===== src/rtl/tile_pkg.sv =====
// Shared widths, constants and types for the scrolling tile-map renderer.
package tile_pkg;

  localparam int unsigned DISPLAY_HEIGHT = 768;
  localparam int unsigned TILE_LOG2      = 5;
  localparam int unsigned MAP_COLS_LOG2  = 6;
  localparam int unsigned MAP_ROWS       = 24;
  localparam int unsigned WORLD_W_LOG2   = 11;

  localparam int unsigned HCOUNT_W    = 11;
  localparam int unsigned VCOUNT_W    = 10;
  localparam int unsigned SPEED_W     = 4;
  localparam int unsigned TILE_ID_W   = 8;
  localparam int unsigned MAP_ROW_W   = $clog2(MAP_ROWS);
  localparam int unsigned MAP_ADDR_W  = MAP_ROW_W + MAP_COLS_LOG2;
  localparam int unsigned TILE_ADDR_W = TILE_ID_W + 2 * TILE_LOG2;
  localparam int unsigned RGB_W       = 12;

  typedef logic [RGB_W-1:0] rgb_t;

  localparam rgb_t TRANSPARENT = 12'hF0F;

  // Timing bundle carried alongside the pixel pipeline.
  typedef struct packed {
    logic hsync;
    logic vsync;
    logic blank;
  } timing_t;

endpackage


===== src/rtl/tile_scroller_if.sv =====
// Tile-map and tile-pixel BRAM read bus.
//   map_addr_out  : tile-map address {row, col}
//   map_data_in   : tile id, one cycle after the address
//   tile_addr_out : tile-pixel address {tile_id, ty, tx}
//   tile_data_in  : RGB444 pixel, one cycle after the address
interface tile_scroller_if;
  import tile_pkg::*;

  logic [MAP_ADDR_W-1:0]  map_addr_out;
  logic [TILE_ID_W-1:0]   map_data_in;
  logic [TILE_ADDR_W-1:0] tile_addr_out;
  rgb_t                   tile_data_in;

  modport master (
    output map_addr_out,
    input  map_data_in,
    output tile_addr_out,
    input  tile_data_in
  );

  modport slave (
    input  map_addr_out,
    output map_data_in,
    input  tile_addr_out,
    output tile_data_in
  );

endinterface


===== src/rtl/sync_delay.sv =====
// Fixed-depth shift register for the {hsync, vsync, blank} timing bundle.
//   clk_i : clock
//   rst_i : synchronous active-high reset; every stage loads all ones
//   d_i   : input word
//   q_o   : d_i delayed by DEPTH cycles
module sync_delay #(
  parameter int unsigned DEPTH = 4,
  parameter int unsigned WIDTH = 3
) (
  input  logic             clk_i,
  input  logic             rst_i,
  input  logic [WIDTH-1:0] d_i,
  output logic [WIDTH-1:0] q_o
);

  logic [WIDTH-1:0] stage_q [DEPTH];

  // All-ones reset keeps syncs inactive and the display blanked.
  always_ff @(posedge clk_i) begin
    if (rst_i) begin
      for (int i = 0; i < DEPTH; i++) stage_q[i] <= '1;
    end else begin
      stage_q[0] <= d_i;
      for (int i = 1; i < DEPTH; i++) stage_q[i] <= stage_q[i-1];
    end
  end

  assign q_o = stage_q[DEPTH-1];

endmodule


===== src/rtl/tile_scroller.sv =====
// Horizontally scrolling tile-map background stage behind the VGA timing generator.
//   vclock_in, reset_in            : pixel clock, synchronous active-high reset
//   hcount_in, vcount_in           : raster position
//   hsync_in, vsync_in, blank_in   : timing from the generator
//   scroll_speed_in, pause_in      : scroll control, used only at the frame boundary
//   bg_color_in                    : replaces TRANSPARENT tile pixels
//   mem                            : tile-map / tile-pixel BRAM bus
//   pixel_out, *sync_out, blank_out: rendered pixel and timing, 4 cycles after sampling
//   frame_tick_out, scroll_x_out   : per-frame pulse and current scroll offset
module tile_scroller
  import tile_pkg::*;
(
  input  logic                vclock_in,
  input  logic                reset_in,
  input  logic [HCOUNT_W-1:0] hcount_in,
  input  logic [VCOUNT_W-1:0] vcount_in,
  input  logic                hsync_in,
  input  logic                vsync_in,
  input  logic                blank_in,
  input  logic [SPEED_W-1:0]  scroll_speed_in,
  input  logic                pause_in,
  input  rgb_t                bg_color_in,
  tile_scroller_if.master     mem,
  output rgb_t                pixel_out,
  output logic                hsync_out,
  output logic                vsync_out,
  output logic                blank_out,
  output logic                frame_tick_out,
  output logic [WORLD_W_LOG2-1:0] scroll_x_out
);

  // Input sample stage
  logic [HCOUNT_W-1:0]     h0_q;
  logic [VCOUNT_W-1:0]     v0_q;
  logic [SPEED_W-1:0]      speed0_q;
  logic                    pause0_q;
  timing_t                 tim0_q;
  // S1: world coordinates
  logic [WORLD_W_LOG2-1:0] wx1_q, wx1_d;
  logic [VCOUNT_W-1:0]     wy1_q;
  logic                    blank1_q;
  // S2: in-tile coordinates
  logic [TILE_LOG2-1:0]    tx2_q, ty2_q;
  logic                    blank2_q;
  // S3 / output
  logic                    blank3_q;
  rgb_t                    pixel_q, pixel_d;
  // Scroll state
  logic [WORLD_W_LOG2-1:0] scroll_q, scroll_d;
  logic                    tick_q, tick_d;
  timing_t                 tim4;

  // Next-state: world x wrap, frame-boundary scroll update, pixel select.
  always_comb begin
    scroll_d = scroll_q;
    tick_d   = 1'b0;
    pixel_d  = '0;
    // 12-bit sum truncated to 11 bits gives the modulo-2048 world wrap.
    wx1_d    = WORLD_W_LOG2'(12'(h0_q) + 12'(scroll_q));
    if (h0_q == '0 && v0_q == VCOUNT_W'(DISPLAY_HEIGHT)) begin
      tick_d = 1'b1;
      if (!pause0_q) scroll_d = scroll_q + WORLD_W_LOG2'(speed0_q);
    end
    if (!blank3_q) begin
      pixel_d = (mem.tile_data_in == TRANSPARENT) ? bg_color_in : mem.tile_data_in;
    end
  end

  // Pipeline and scroll registers; reset fills every stage with a blanked slot.
  always_ff @(posedge vclock_in) begin
    if (reset_in) begin
      h0_q     <= '0;
      v0_q     <= '0;
      speed0_q <= '0;
      pause0_q <= 1'b0;
      tim0_q   <= '1;
      wx1_q    <= '0;
      wy1_q    <= '0;
      blank1_q <= 1'b1;
      tx2_q    <= '0;
      ty2_q    <= '0;
      blank2_q <= 1'b1;
      blank3_q <= 1'b1;
      pixel_q  <= '0;
      scroll_q <= '0;
      tick_q   <= 1'b0;
    end else begin
      h0_q     <= hcount_in;
      v0_q     <= vcount_in;
      speed0_q <= scroll_speed_in;
      pause0_q <= pause_in;
      tim0_q   <= '{hsync: hsync_in, vsync: vsync_in, blank: blank_in};
      wx1_q    <= wx1_d;
      wy1_q    <= v0_q;
      blank1_q <= tim0_q.blank;
      tx2_q    <= wx1_q[TILE_LOG2-1:0];
      ty2_q    <= wy1_q[TILE_LOG2-1:0];
      blank2_q <= blank1_q;
      blank3_q <= blank2_q;
      pixel_q  <= pixel_d;
      scroll_q <= scroll_d;
      tick_q   <= tick_d;
    end
  end

  // Blanked slots never address the BRAMs (keeps vblank rows 24+ off the map).
  assign mem.map_addr_out  = blank1_q ? '0
                           : {wy1_q[VCOUNT_W-1 -: MAP_ROW_W], wx1_q[WORLD_W_LOG2-1 -: MAP_COLS_LOG2]};
  assign mem.tile_addr_out = blank2_q ? '0 : {mem.map_data_in, ty2_q, tx2_q};

  sync_delay #(
    .DEPTH(4),
    .WIDTH(3)
  ) u_sync_delay (
    .clk_i(vclock_in),
    .rst_i(reset_in),
    .d_i  (tim0_q),
    .q_o  (tim4)
  );

  assign pixel_out      = pixel_q;
  assign hsync_out      = tim4.hsync;
  assign vsync_out      = tim4.vsync;
  assign blank_out      = tim4.blank;
  assign frame_tick_out = tick_q;
  assign scroll_x_out   = scroll_q;

endmodule


===== src/flat_wrapper.sv =====
// flat-port wrapper written by rule: the top's interface ports become plain ports
module tile_scroller_flat import tile_pkg::*;
  (vclock_in, reset_in, hcount_in, vcount_in, hsync_in, vsync_in, blank_in, scroll_speed_in, pause_in, bg_color_in, pixel_out, hsync_out, vsync_out, blank_out, frame_tick_out, scroll_x_out, mem_map_addr_out, mem_map_data_in, mem_tile_addr_out, mem_tile_data_in);
  tile_scroller_if mem_i ();
  input  logic vclock_in;
  input  logic reset_in;
  input  logic [HCOUNT_W-1:0] hcount_in;
  input  logic [VCOUNT_W-1:0] vcount_in;
  input  logic hsync_in;
  input  logic vsync_in;
  input  logic blank_in;
  input  logic [SPEED_W-1:0] scroll_speed_in;
  input  logic pause_in;
  input  rgb_t bg_color_in;
  output rgb_t pixel_out;
  output logic hsync_out;
  output logic vsync_out;
  output logic blank_out;
  output logic frame_tick_out;
  output logic [WORLD_W_LOG2-1:0] scroll_x_out;
  output wire logic [$bits(mem_i.map_addr_out)-1:0] mem_map_addr_out;
  input wire logic [$bits(mem_i.map_data_in)-1:0] mem_map_data_in;
  output wire logic [$bits(mem_i.tile_addr_out)-1:0] mem_tile_addr_out;
  input wire logic [$bits(mem_i.tile_data_in)-1:0] mem_tile_data_in;
  assign mem_map_addr_out = mem_i.map_addr_out;
  assign mem_i.map_data_in = mem_map_data_in;
  assign mem_tile_addr_out = mem_i.tile_addr_out;
  assign mem_i.tile_data_in = mem_tile_data_in;
  tile_scroller u_core (.vclock_in(vclock_in), .reset_in(reset_in), .hcount_in(hcount_in), .vcount_in(vcount_in), .hsync_in(hsync_in), .vsync_in(vsync_in), .blank_in(blank_in), .scroll_speed_in(scroll_speed_in), .pause_in(pause_in), .bg_color_in(bg_color_in), .mem(mem_i), .pixel_out(pixel_out), .hsync_out(hsync_out), .vsync_out(vsync_out), .blank_out(blank_out), .frame_tick_out(frame_tick_out), .scroll_x_out(scroll_x_out));
endmodule

===== config.mk =====
export PLATFORM = sky130hd
export DESIGN_NAME = tile_scroller_flat
export DESIGN_NICKNAME = d
export VERILOG_FILES = /design/src/rtl/tile_pkg.sv /design/src/rtl/tile_scroller_if.sv /design/src/rtl/sync_delay.sv /design/src/rtl/tile_scroller.sv /design/src/flat_wrapper.sv
export SDC_FILE = /design/constraint.sdc
export NUM_CORES = 1
export LEC_CHECK = 0
export BUFFER_PORTS_ARGS = -buffer_cell sky130_fd_sc_hd__buf_2
export CELL_PAD_IN_SITES_DETAIL_PLACEMENT = 1
export CELL_PAD_IN_SITES_GLOBAL_PLACEMENT = 2
export CORE_AREA = 2 2 114 116
export DETAILED_ROUTE_END_ITERATION = 10
export DIE_AREA = 0 0 116 118
export PLACE_DENSITY_LB_ADDON = 0.1
export SYNTH_ARGS = -nofsm -noshare
export SYNTH_HDL_FRONTEND = slang
export SYNTH_SLANG_ARGS = --single-unit

===== constraint.sdc =====
create_clock -name vclock_in -period 2.7 [get_ports vclock_in]
set_input_delay 0.81 -clock vclock_in [delete_from_list [all_inputs] [get_ports vclock_in]]
set_output_delay 0.81 -clock vclock_in [all_outputs]
set_load 0.005 [all_outputs]

# Word level (Yosys, flattened, before mapping)
# Memories as Yosys holds them, arrays and structs flattened.
# Index checks and enable logic that the tools add are counted.
dict set report totals {
  in_bits 63
  latchBits 0
  regBits 87
  mem_count 1
  mem_bits_rw 12
  romBits 0
}
dict set report op_classes {
  shift 0
  add_sub_neg 2
  n_div 0
  n_mux 11
  n_eq_ne 2
  n_reduce_logical 4
  bitwise_logic 5
  n_mul 0
  n_lt_le_gt_ge 0
}
# memory words width rd rd_ports_with_merged_regs write_ports line_no
set memory_table {}
lappend memory_table {u_core.u_sync_delay.stage_q 4 3 4 0 4 sync_delay.sv:16} ;# logic [WIDTH-1:0] stage_q [DEPTH];
# operator n
set op_table {}
lappend op_table {{18-bit 2-to-1 mux} 1}
lappend op_table {{12-bit equality test (second input constant)} 1}
lappend op_table {{12-bit 2-to-1 mux} 1}
lappend op_table {{3-bit 2-to-1 mux} 4}
lappend op_table {{11-bit adder} 1}
lappend op_table {{11-bit by 4-bit adder with 11-bit output} 1}
lappend op_table {{11-bit logical NOT} 1}
lappend op_table {{11-bit 2-to-1 mux} 1}
lappend op_table {{10-bit equality test (second input constant)} 1}
lappend op_table {{1-bit 2-to-1 mux} 4}
lappend op_table {{1-bit bitwise OR} 4}
lappend op_table {{2-bit AND reduction} 1}
lappend op_table {{2-bit OR reduction} 1}
lappend op_table {{1-bit logical AND} 1}
lappend op_table {{1-bit inverter} 1}

# Depth between registers and ports, before layout
# Gate-level depths: netlist of the first run.
dict set report logic_depth {
  depth_word 3
  mapped_depth 8
}

# Cells and area by module
# From an unflattened synthesis of the first run, not the netlist that was laid out.
dict set report unflattened {
  cells_unflattened 366
  area_unflattened_um2 3724.8
}
# module area_each_um2 n_inst cells_each
set by_module_without_submodules {}
lappend by_module_without_submodules {tile_scroller 3404.5 1 341}
lappend by_module_without_submodules {sync_delay 320.3 1 25}

# Worst setup path before layout of the first run
# No wires, ideal clock.
dict set report synth_timing {
  kind {register to register}
  startpoint {reg u_core.scroll_q[0] (netlist: u_core.scroll_x_out[0])}
  endpoint {reg u_core.scroll_q[10] (netlist: u_core.scroll_x_out[10])}
  setup_time_ns 0.121
  period_less_slack_ns 2.017
  required_time_ns 2.579
  slack_ns 0.683
  arrival_ns 1.896
  path_stages_with_launch 9
  path_buffers 0
  cell_sequence {dfxtp_1 -> ha_1 -> inv_1 -> fa_1 -> inv_1 -> a21o_1 -> a21oi_1 -> nor4b_1 -> mux2_2}
}
dict set report synth_between {
  elab_chain_cells 1
}
# element line_no
set synth_rtl {}
lappend synth_rtl {{start: declaration} tile_scroller.sv:49} ;# logic [WORLD_W_LOG2-1:0] scroll_q, scroll_d;
lappend synth_rtl {{start signal: assignment} tile_scroller.sv:101} ;# scroll_q <= scroll_d;
lappend synth_rtl {{11-bit by 4-bit adder with 11-bit output} tile_scroller.sv:62} ;# if (!pause0_q) scroll_d = scroll_q + WORLD_W_LOG2'(speed0_q);
# Every way passes these cells.
# A chain may end at the register's enable or synchronous reset.

# Worst setup path in the final report of the first run
dict set report layout_timing {
  startpoint {reg u_core.h0_q[10]}
  endpoint {reg u_core.scroll_q[10] (netlist: u_core.scroll_x_out[10])}
}
dict set report layout_between {
  elab_chain_cells 3
}
# element line_no
set layout_rtl {}
lappend layout_rtl {{start: declaration} tile_scroller.sv:33} ;# logic [HCOUNT_W-1:0] h0_q;
lappend layout_rtl {{start signal: assignment} tile_scroller.sv:88} ;# h0_q <= hcount_in;
lappend layout_rtl {{11-bit logical NOT} tile_scroller.sv:60} ;# if (h0_q == '0 && v0_q == VCOUNT_W'(DISPLAY_HEIGHT)) begin
lappend layout_rtl {{1-bit logical AND} tile_scroller.sv:60}
lappend layout_rtl {{2-bit AND reduction (no source line)} -}
# Every way passes these cells.

==> results by group, run 1 <==
Worst setup path
  • Kind of end point of the critical path: flop
  • R2R Setup Slk: 480 ps
  • Maximum fanout along the worst path: 16
  • Crit start category: flop
  • CP max-delay cell: nand4bb_4
  • R2R cell count: 5
  • Buffers & Inverters on Critical Path: 0
  • Crit path depth: 5
  • Top delay family on crit path: simple AND/OR/NAND/NOR gates
  • Reg2reg end: u_core.scroll_x_out[10]
  • Arrival time of the worst setup path: 2460 ps
  • Crit path kind: flop to flop
  • Worst r2r src: u_core.h0_q[10]
  • Worst path required time: a little under 3000 ps
  • Worst path cell trace: nor4_1 -> nand4_1 -> nand4bb_4 -> nor4b_1 -> mux2_2
  • Setup crit end: u_core.scroll_x_out[10]
  • Critical path origin: u_core.h0_q[10]
  • Slowest stage delay, CP: between 400 and 500 ps

Floorplanning
  • Core Area: approximately 12,000 sq um
  • Initial core utilization: 29.4%
  • Chip width: ~120 microns
  • Rows: about 40
  • Num ports: 119
  • Die area: 13,700 sq um
  • Die Y-Extent: 118 microns

Power and ir drop
  • Sw frac: between 20% and 30%
  • Overall Power: 2.91 mW
  • PD cells: 615 nW/um^2
  • P_sw: 0.619 mW
  • Maximum vdd drop: ~300 uV
  • P_int: roughly 2.3 mW
  • Flop pwr share: 51.1%
  • Combinational group share of total power: 5.3%
  • Leak: 2.18 nW
  • Clock power share: 43.6%

Timing
  • Fin. Hold Viols: 0
  • # setup viols final: 0
  • Unrepaired setup endpoints after global routing: no
  • Fmax achieved: 451 MHz
  • Worst hold slack: roughly 410 ps
  • Actual slew at the worst max-slew pin: 643 ps
  • Final min period: about 2200 ps
  • Clk_skew: 8.44 ps
  • Setup tns final: 0 ps
  • Final period util: between 80% and 90%
  • Max_slew headroom: 57.1%
  • Max-slew violation count: 0

Synth
  • Synth top area share: around 53%
  • Synth Flop Type: dfxtp_1
  • Syn_area_per_cell: 10.5 sq um
  • Yosys reg bits: 96
  • Synth Cell Area: 3650 sq um
  • Post-synth EDFFs: 0
  • Post-Syn Nets: approximately 430
  • Post-synthesis cell count: about 350
  • Synth warn: 0
  • Sequential element share of the synthesized area: 52.6%
  • Cell variety after synth: 41
  • Post-synth ARST share: 0%
  • Leading area contributor after synthesis: dfxtp_1
  • Synth top area cells: dfxtp_1 53%, nor2b_1 14%, ha_1 4.8%

GRT
  • First-pass GRT wire length: between 10,000 and 15,000 microns
  • Initial antenna violation count: 0
  • Largest net degree at the start of global routing: 22
  • Vias in the first global route: 2,825
  • Grt ovf: 0
  • GRT Resource Usage Total: 14.2%

Layout
  • Post-Layout Cell Count: 646
  • Most frequent cells in the layout: 118 x buf_2, 96 x dfxtp_1, 82 x nor2b_1
  • Most common cell after layout, fill and taps aside: buf_2
  • Area growth, synth to finish: 29.6%
  • Ant diodes: 0
  • Nets: 548
  • Share of cells above drive strength 1: 34.0%

Clock network
  • Setup Buffers After CTS: 0
  • Worst skew pair latency: 350 ps
  • Root Buffer: clkbuf_16
  • Post-cts gate resize count: 0
  • Clock slew at reported path FFs: 60 ps
  • CTS Hold Bufs: 0
  • H-tree depth: 3
  • Clock Tree Buf Depth: 2
  • Num CTS Buffers: 9
  • CTS tree: built
  • Sink Count: 96

Route
  • Remaining DRCs: 0
  • Routed vias/inst: approximately 4.3
  • Drt first pass iters: 4
  • Met3 WL post-DR: between 400 and 500 microns
  • M1 WL: 4130 microns
  • Drt total wl: ~9100 microns
  • DR vias: 2,796
  • DR WL/cell: 14.0 microns
  • Met2 wire len: 4240 microns
  • Highest metal used: met4
  • Antenna viol nets, final: 0
  • Number of DRC markers in iteration 0: around 110

Placement
  • GP Congestion: 0.762
  • Post-DP HPWL: 7060 microns
  • Port Buffers: between 100 and 150
  • Inst Count DP: 630

Status
  • Status: complete, no violations

Min path
  • Worst min-delay path class: flop to flop

Job
  • Max Cap Viol: 0
==> kinds of logic (layout without fill, tap and decap cells) <==
| kind of cell | count (synthesis) | in the layout | synth area share, % |
|---|---|---|---|
| flops | 96 | 96 | 52.6 |
| mux | 4 | 4 | 1.23 |
| xor+xnor | 5 | 5 | 1.20 |
| fa+ha+maj | 16 | 16 | 5.89 |
| compound gates | 56 | 56 | 10.4 |
| simple gates | 149 | 149 | 26.1 |
| buf+inv | 22 | 148 | 2.47 |
==> metrics by stage <==
step	worst slack, ps	utilization [%]	area (sq um)
2_1_floorplan	683	-	3650
3_3_place_gp	355	35.7	4440
3_5_place_dp	456	35.7	4440
4_1_cts	422	38.1	4730
5_1_grt	272	38.1	4730
6_report	483	38.1	4730
==> cells in the mapped netlist, drive strengths merged, types with 2 or more instances <==
cell type and n:
nand3 3, nor4 4, nor2b 82, nor3 4, mux2 4, clkbuf 11
or4 6, ha 14, nor2 15, o211a 8, a211oi 4, nor4b 2
inv 10, a21o 6, a21oi 19, and4b 2, xor2 3, o21a 4
nand2 9, or2 14, dfxtp 96, o21ai 5, nand4 2, o31ai 5
xnor2 2, fa 2
==> layout make-up <==
cell class	count	area [sq um]
Multi-Input combinational cell	230	1640
Clock inverter	5	53.8
Fill cell	1490	7680
Inverter	10	37.5
Timing Repair Buffer	122	621
Tap cell	172	215
Clock buffer	11	243
Sequential cell	96	1920
==> worst min-delay path by stage <==
stage / cells after the start / start / slack [ps] / end
2_1_floorplan: 1 / u_core.tim0_q[0] / 390 / u_core.u_sync_delay.stage_q[0][0]
3_3_place_gp: 1 / u_core.u_sync_delay.stage_q[0][1] / 390 / u_core.u_sync_delay.stage_q[1][1]
3_5_place_dp: 1 / u_core.u_sync_delay.stage_q[2][2] / 400 / u_core.u_sync_delay.stage_q[3][2]
4_1_cts: 1 / u_core.u_sync_delay.stage_q[2][2] / 410 / u_core.u_sync_delay.stage_q[3][2]
5_1_grt: 1 / u_core.u_sync_delay.stage_q[1][1] / 420 / u_core.u_sync_delay.stage_q[2][1]
6_report: 1 / u_core.u_sync_delay.stage_q[2][2] / 410 / u_core.u_sync_delay.stage_q[3][2]
==> routing by layer <==
layer,up-vias,global-route usage (%)
li1,1421,-
met1,1286,17.1
met2,71,22.9
met3,18,4.99
met4,0,5.43
met5,-,0
==> power groups by stage <==
stage	sequential, mW	clock [mW]	combinational, mW
2_1_floorplan	1.51	0	0.0863
3_3_place_gp	1.52	0	0.156
3_5_place_dp	1.52	0	0.157
4_1_cts	1.49	1.32	0.158
5_1_grt	1.49	1.38	0.175
6_report	1.49	1.27	0.154
==> state kept, by name, summed over array words and instances (netlist names) <==
name and count:
u_core.scroll_x_out 11, u_core.speed0_q 4, u_core.ty2_q 5, u_core.frame_tick_out 1
u_core.tx2_q 5, u_core.tim0_q 3, u_core.pause0_q 1, u_core.v0_q 10
u_core.u_sync_delay.stage_q 12, u_core.pixel_out 12, u_core.wy1_q 10, u_core.h0_q 11
u_core.wx1_q 11
(Power assumes the default switching activity.)
==> run 2, diff against run 1 <==
CORE_AREA = 2 2 120 122   (was 2 2 114 116)
DIE_AREA = 0 0 122 124   (was 0 0 116 118)
clock period = 1.78 ns   (was 2.7 ns; I/O delays follow)
==> results by group, run 2 (synthesized netlist as in run 1, its figures left out) <==
Status
  • Status: finished, violations left (was complete, no violations)
  • Failing checks: negative setup slack

Timing
  • Clk_skew: 7.11 ps (was 8.44 ps)
  • Max_slew headroom: 74.4% (was 57.1%)
  • Max-slew violation count: 0 (unchanged)
  • Final period util: 109% (was 82.1%)
  • # setup viols final: 14 (was 0)
  • Fin. Hold Viols: 0 (unchanged)
  • Actual slew at the worst max-slew pin: 383 ps (was 643 ps)
  • Final Worst Setup Slack: -162 ps (was 483 ps)
  • Final min period: 1940 ps (was 2220 ps)
  • Unrepaired setup endpoints after global routing: yes (was no)
  • Fmax achieved: 515 MHz (was 451 MHz)

Worst setup path
  • Crit path kind: flop to flop (unchanged)
  • Slowest stage delay, CP: 400 ps (was 430 ps)
  • CP max-delay cell: or4_1 (was nand4bb_4)
  • Top delay family on crit path: adder cells (was simple AND/OR/NAND/NOR gates)
  • Reg2reg end: u_core.scroll_x_out[8] (was u_core.scroll_x_out[10])
  • Arrival time of the worst setup path: 2210 ps (was 2460 ps)
  • Maximum fanout along the worst path: 4 (was 16)
  • Crit start category: flop (unchanged)
  • Kind of end point of the critical path: flop (unchanged)
  • Buffers & Inverters on Critical Path: 3 (was 0)
  • R2R cell count: 9 (was 5)
  • Crit path top cell by count: inv_2
  • Worst path cell trace: ha_4 -> inv_2 -> fa_2 -> inv_2 -> a21o_1 -> a21oi_4 -> buf_6 -> or4_1 -> a21oi_1 (was nor4_1 -> nand4_1 -> nand4bb_4 -> nor4b_1 -> mux2_2)
  • Worst r2r src: u_core.scroll_x_out[0] (was u_core.h0_q[10])
  • Worst path required time: 2050 ps (was 2940 ps)
  • R2R Setup Slk: -160 ps (was 480 ps)

Min path
  • Hold_sp: blank_in (was u_core.u_sync_delay.stage_q[2][2])
  • Hold path depth: 2 (was 1)
  • Hold path endpoint: u_core.tim0_q[0] (was u_core.u_sync_delay.stage_q[3][2])
  • Worst min-delay path class: input port to flop (was flop to flop)

Floorplanning
  • Core Area: 13,700 sq um (was 12,400 sq um)
  • Initial core utilization: 26.6% (was 29.4%)
  • Die Y-Extent: 124 microns (was 118 microns)
  • Chip width: 122 microns (was 116 microns)
  • Num ports: 119 (unchanged)
  • Die area: 15,100 sq um (was 13,700 sq um)
  • Rows: 43 (was 41)

Clock network
  • Root Buffer: clkbuf_16 (unchanged)
  • Worst skew pair latency: 340 ps (was 350 ps)
  • Clock Tree Buf Depth: 2 (unchanged)
  • Sink Count: 96 (unchanged)
  • CTS tree: built (unchanged)
  • Num CTS Buffers: 9 (unchanged)
  • CTS Hold Bufs: 0 (unchanged)
  • H-tree depth: 3 (unchanged)
  • Clock slew at reported path FFs: 70 ps (was 60 ps)

Layout
  • Most frequent cells in the layout: 118 x buf_2, 87 x dfxtp_1, 81 x nor2b_1 (was 118 x buf_2, 96 x dfxtp_1, 82 x nor2b_1)
  • Final Cell Area: 5410 sq um (was 4730 sq um)
  • Nets: 597 (was 548)
  • Total of fill cells in the finished design: 1,601 (was 1,490)
  • Most common cell after layout, fill and taps aside: buf_2 (unchanged)
  • Final core occ: 39.4% (was 38.1%)
  • Register Area: 1940 sq um (was 1920 sq um)
  • Multi-input logic area: 1870 sq um (was 1640 sq um)
  • Ant diodes: 0 (unchanged)
  • Area growth, synth to finish: 48.1% (was 29.6%)
  • Share of cells above drive strength 1: 47.9% (was 34.0%)

Power and ir drop
  • P_sw: 0.965 mW (was 0.619 mW)
  • Leak: 2.50 nW (was 2.18 nW)
  • Combinational group share of total power: 6.0% (was 5.3%)
  • Flop pwr share: 49.9% (was 51.1%)
  • Maximum vdd drop: 381 uV (was 297 uV)
  • PD cells: 839 nW/um^2 (was 615 nW/um^2)
  • Clock power share: 44.1% (was 43.6%)
  • Sw frac: 21.3% (about the same)
  • P_int: 3.58 mW (was 2.29 mW)

GRT
  • Vias in the first global route: 3,049 (was 2,825)
  • Grt ovf: 0 (unchanged)
  • Met2 GRT Util: 22.4% (was 22.9%)
  • Met1 track demand over resource: 17.0% (was 17.1%)
  • Met3 global-route usage: 3.16% (was 4.99%)
  • GRT Resource Usage Total: 13.7% (was 14.2%)
  • GRT busiest layer: met2 (unchanged)
  • First-pass GRT wire length: 15,700 microns (was 14,900 microns)
  • Initial antenna violation count: 0 (unchanged)
  • Largest net degree at the start of global routing: 47 (was 22)

Job
  • Max Cap Viol: 0 (unchanged)

Placement
  • Port Buffers: 118 (unchanged)
  • GP Congestion: 0.747 (was 0.762)
  • Post-DP HPWL: 7490 microns (was 7060 microns)
  • Place WS: -446 ps (was 456 ps)
  • Placed inst area: 4770 sq um (was 4440 sq um)

Route
  • Routed vias/inst: 4.35 (was 4.33)
  • Drt first pass iters: 4 (unchanged)
  • DR WL/cell: 14.7 microns (was 14.0 microns)
  • Antenna viol nets, final: 0 (unchanged)
  • Drt total wl: 10,300 microns (was 9080 microns)
  • Remaining DRCs: 0 (unchanged)
  • Number of DRC markers in iteration 0: 126 (was 107)
  • DR vias: 3,053 (was 2,796)
==> run 2: final cells by class <==
class                      instances  share of cell area (%)
clock buffer                      11                    4.88
clock inverter                     4                   0.948
inverter                          10                   0.694
multi-input combinational        231                    34.6
sequential                        96                    35.8
tap                              180                    4.16
timing repair buffer             170                    18.8
==> run 2: timing repair <==
| action | in CTS | in global routing |
|---|---|---|
| gates resized for setup | 21 | 25 |
| buffers inserted | 13 | 4 |
| endpoints found under the setup margin | 37 | 18 |
| pin swaps | 20 | 15 |
| cloned | 1 | 0 |
==> run 2: how the worst max path moves through the flow <==
stage | from | to | cells after the start
final | u_core.scroll_x_out[0] | u_core.scroll_x_out[8] | 9
after global routing | u_core.h0_q[7] | u_core.scroll_x_out[4] | 6
after CTS | u_core.h0_q[1] | u_core.scroll_x_out[10] | 5
after detailed placement | u_core.h0_q[10] | u_core.scroll_x_out[10] | 5
after global placement | u_core.h0_q[10] | u_core.scroll_x_out[10] | 5
after floorplan | u_core.scroll_x_out[0] | u_core.scroll_x_out[10] | 8
==> run 2: per-layer routing <==
layer / wire length, microns / vias to the layer above
met3: 511 / 17
met2: 5000 / 79
met4: 260 / 0
li1: - / 1519
met1: 4530 / 1438
met5: 0 / -
==> run 2: power by group through the flow <==
stage / clock network [mW] / logic [mW] / registers, mW
after floorplan: 0 / 0.132 / 2.29
after global placement: 0 / 0.259 / 2.30
after detailed placement: 0 / 0.260 / 2.31
after CTS: 2.08 / 0.273 / 2.26
after global routing: 2.16 / 0.307 / 2.27
final: 2.00 / 0.273 / 2.26
==> run 2: stage by stage <==
step                      hold WS, ps  power [mW]  instances  setup TNS, ps
after CTS                         360        4.62        700          -1140
after floorplan                   389        2.42        348           -144
after global routing              372        4.73        702          -2770
final                             374        4.54        702          -1180
after global placement            391        2.56        671          -3770
after detailed placement          395        2.57        671          -3730
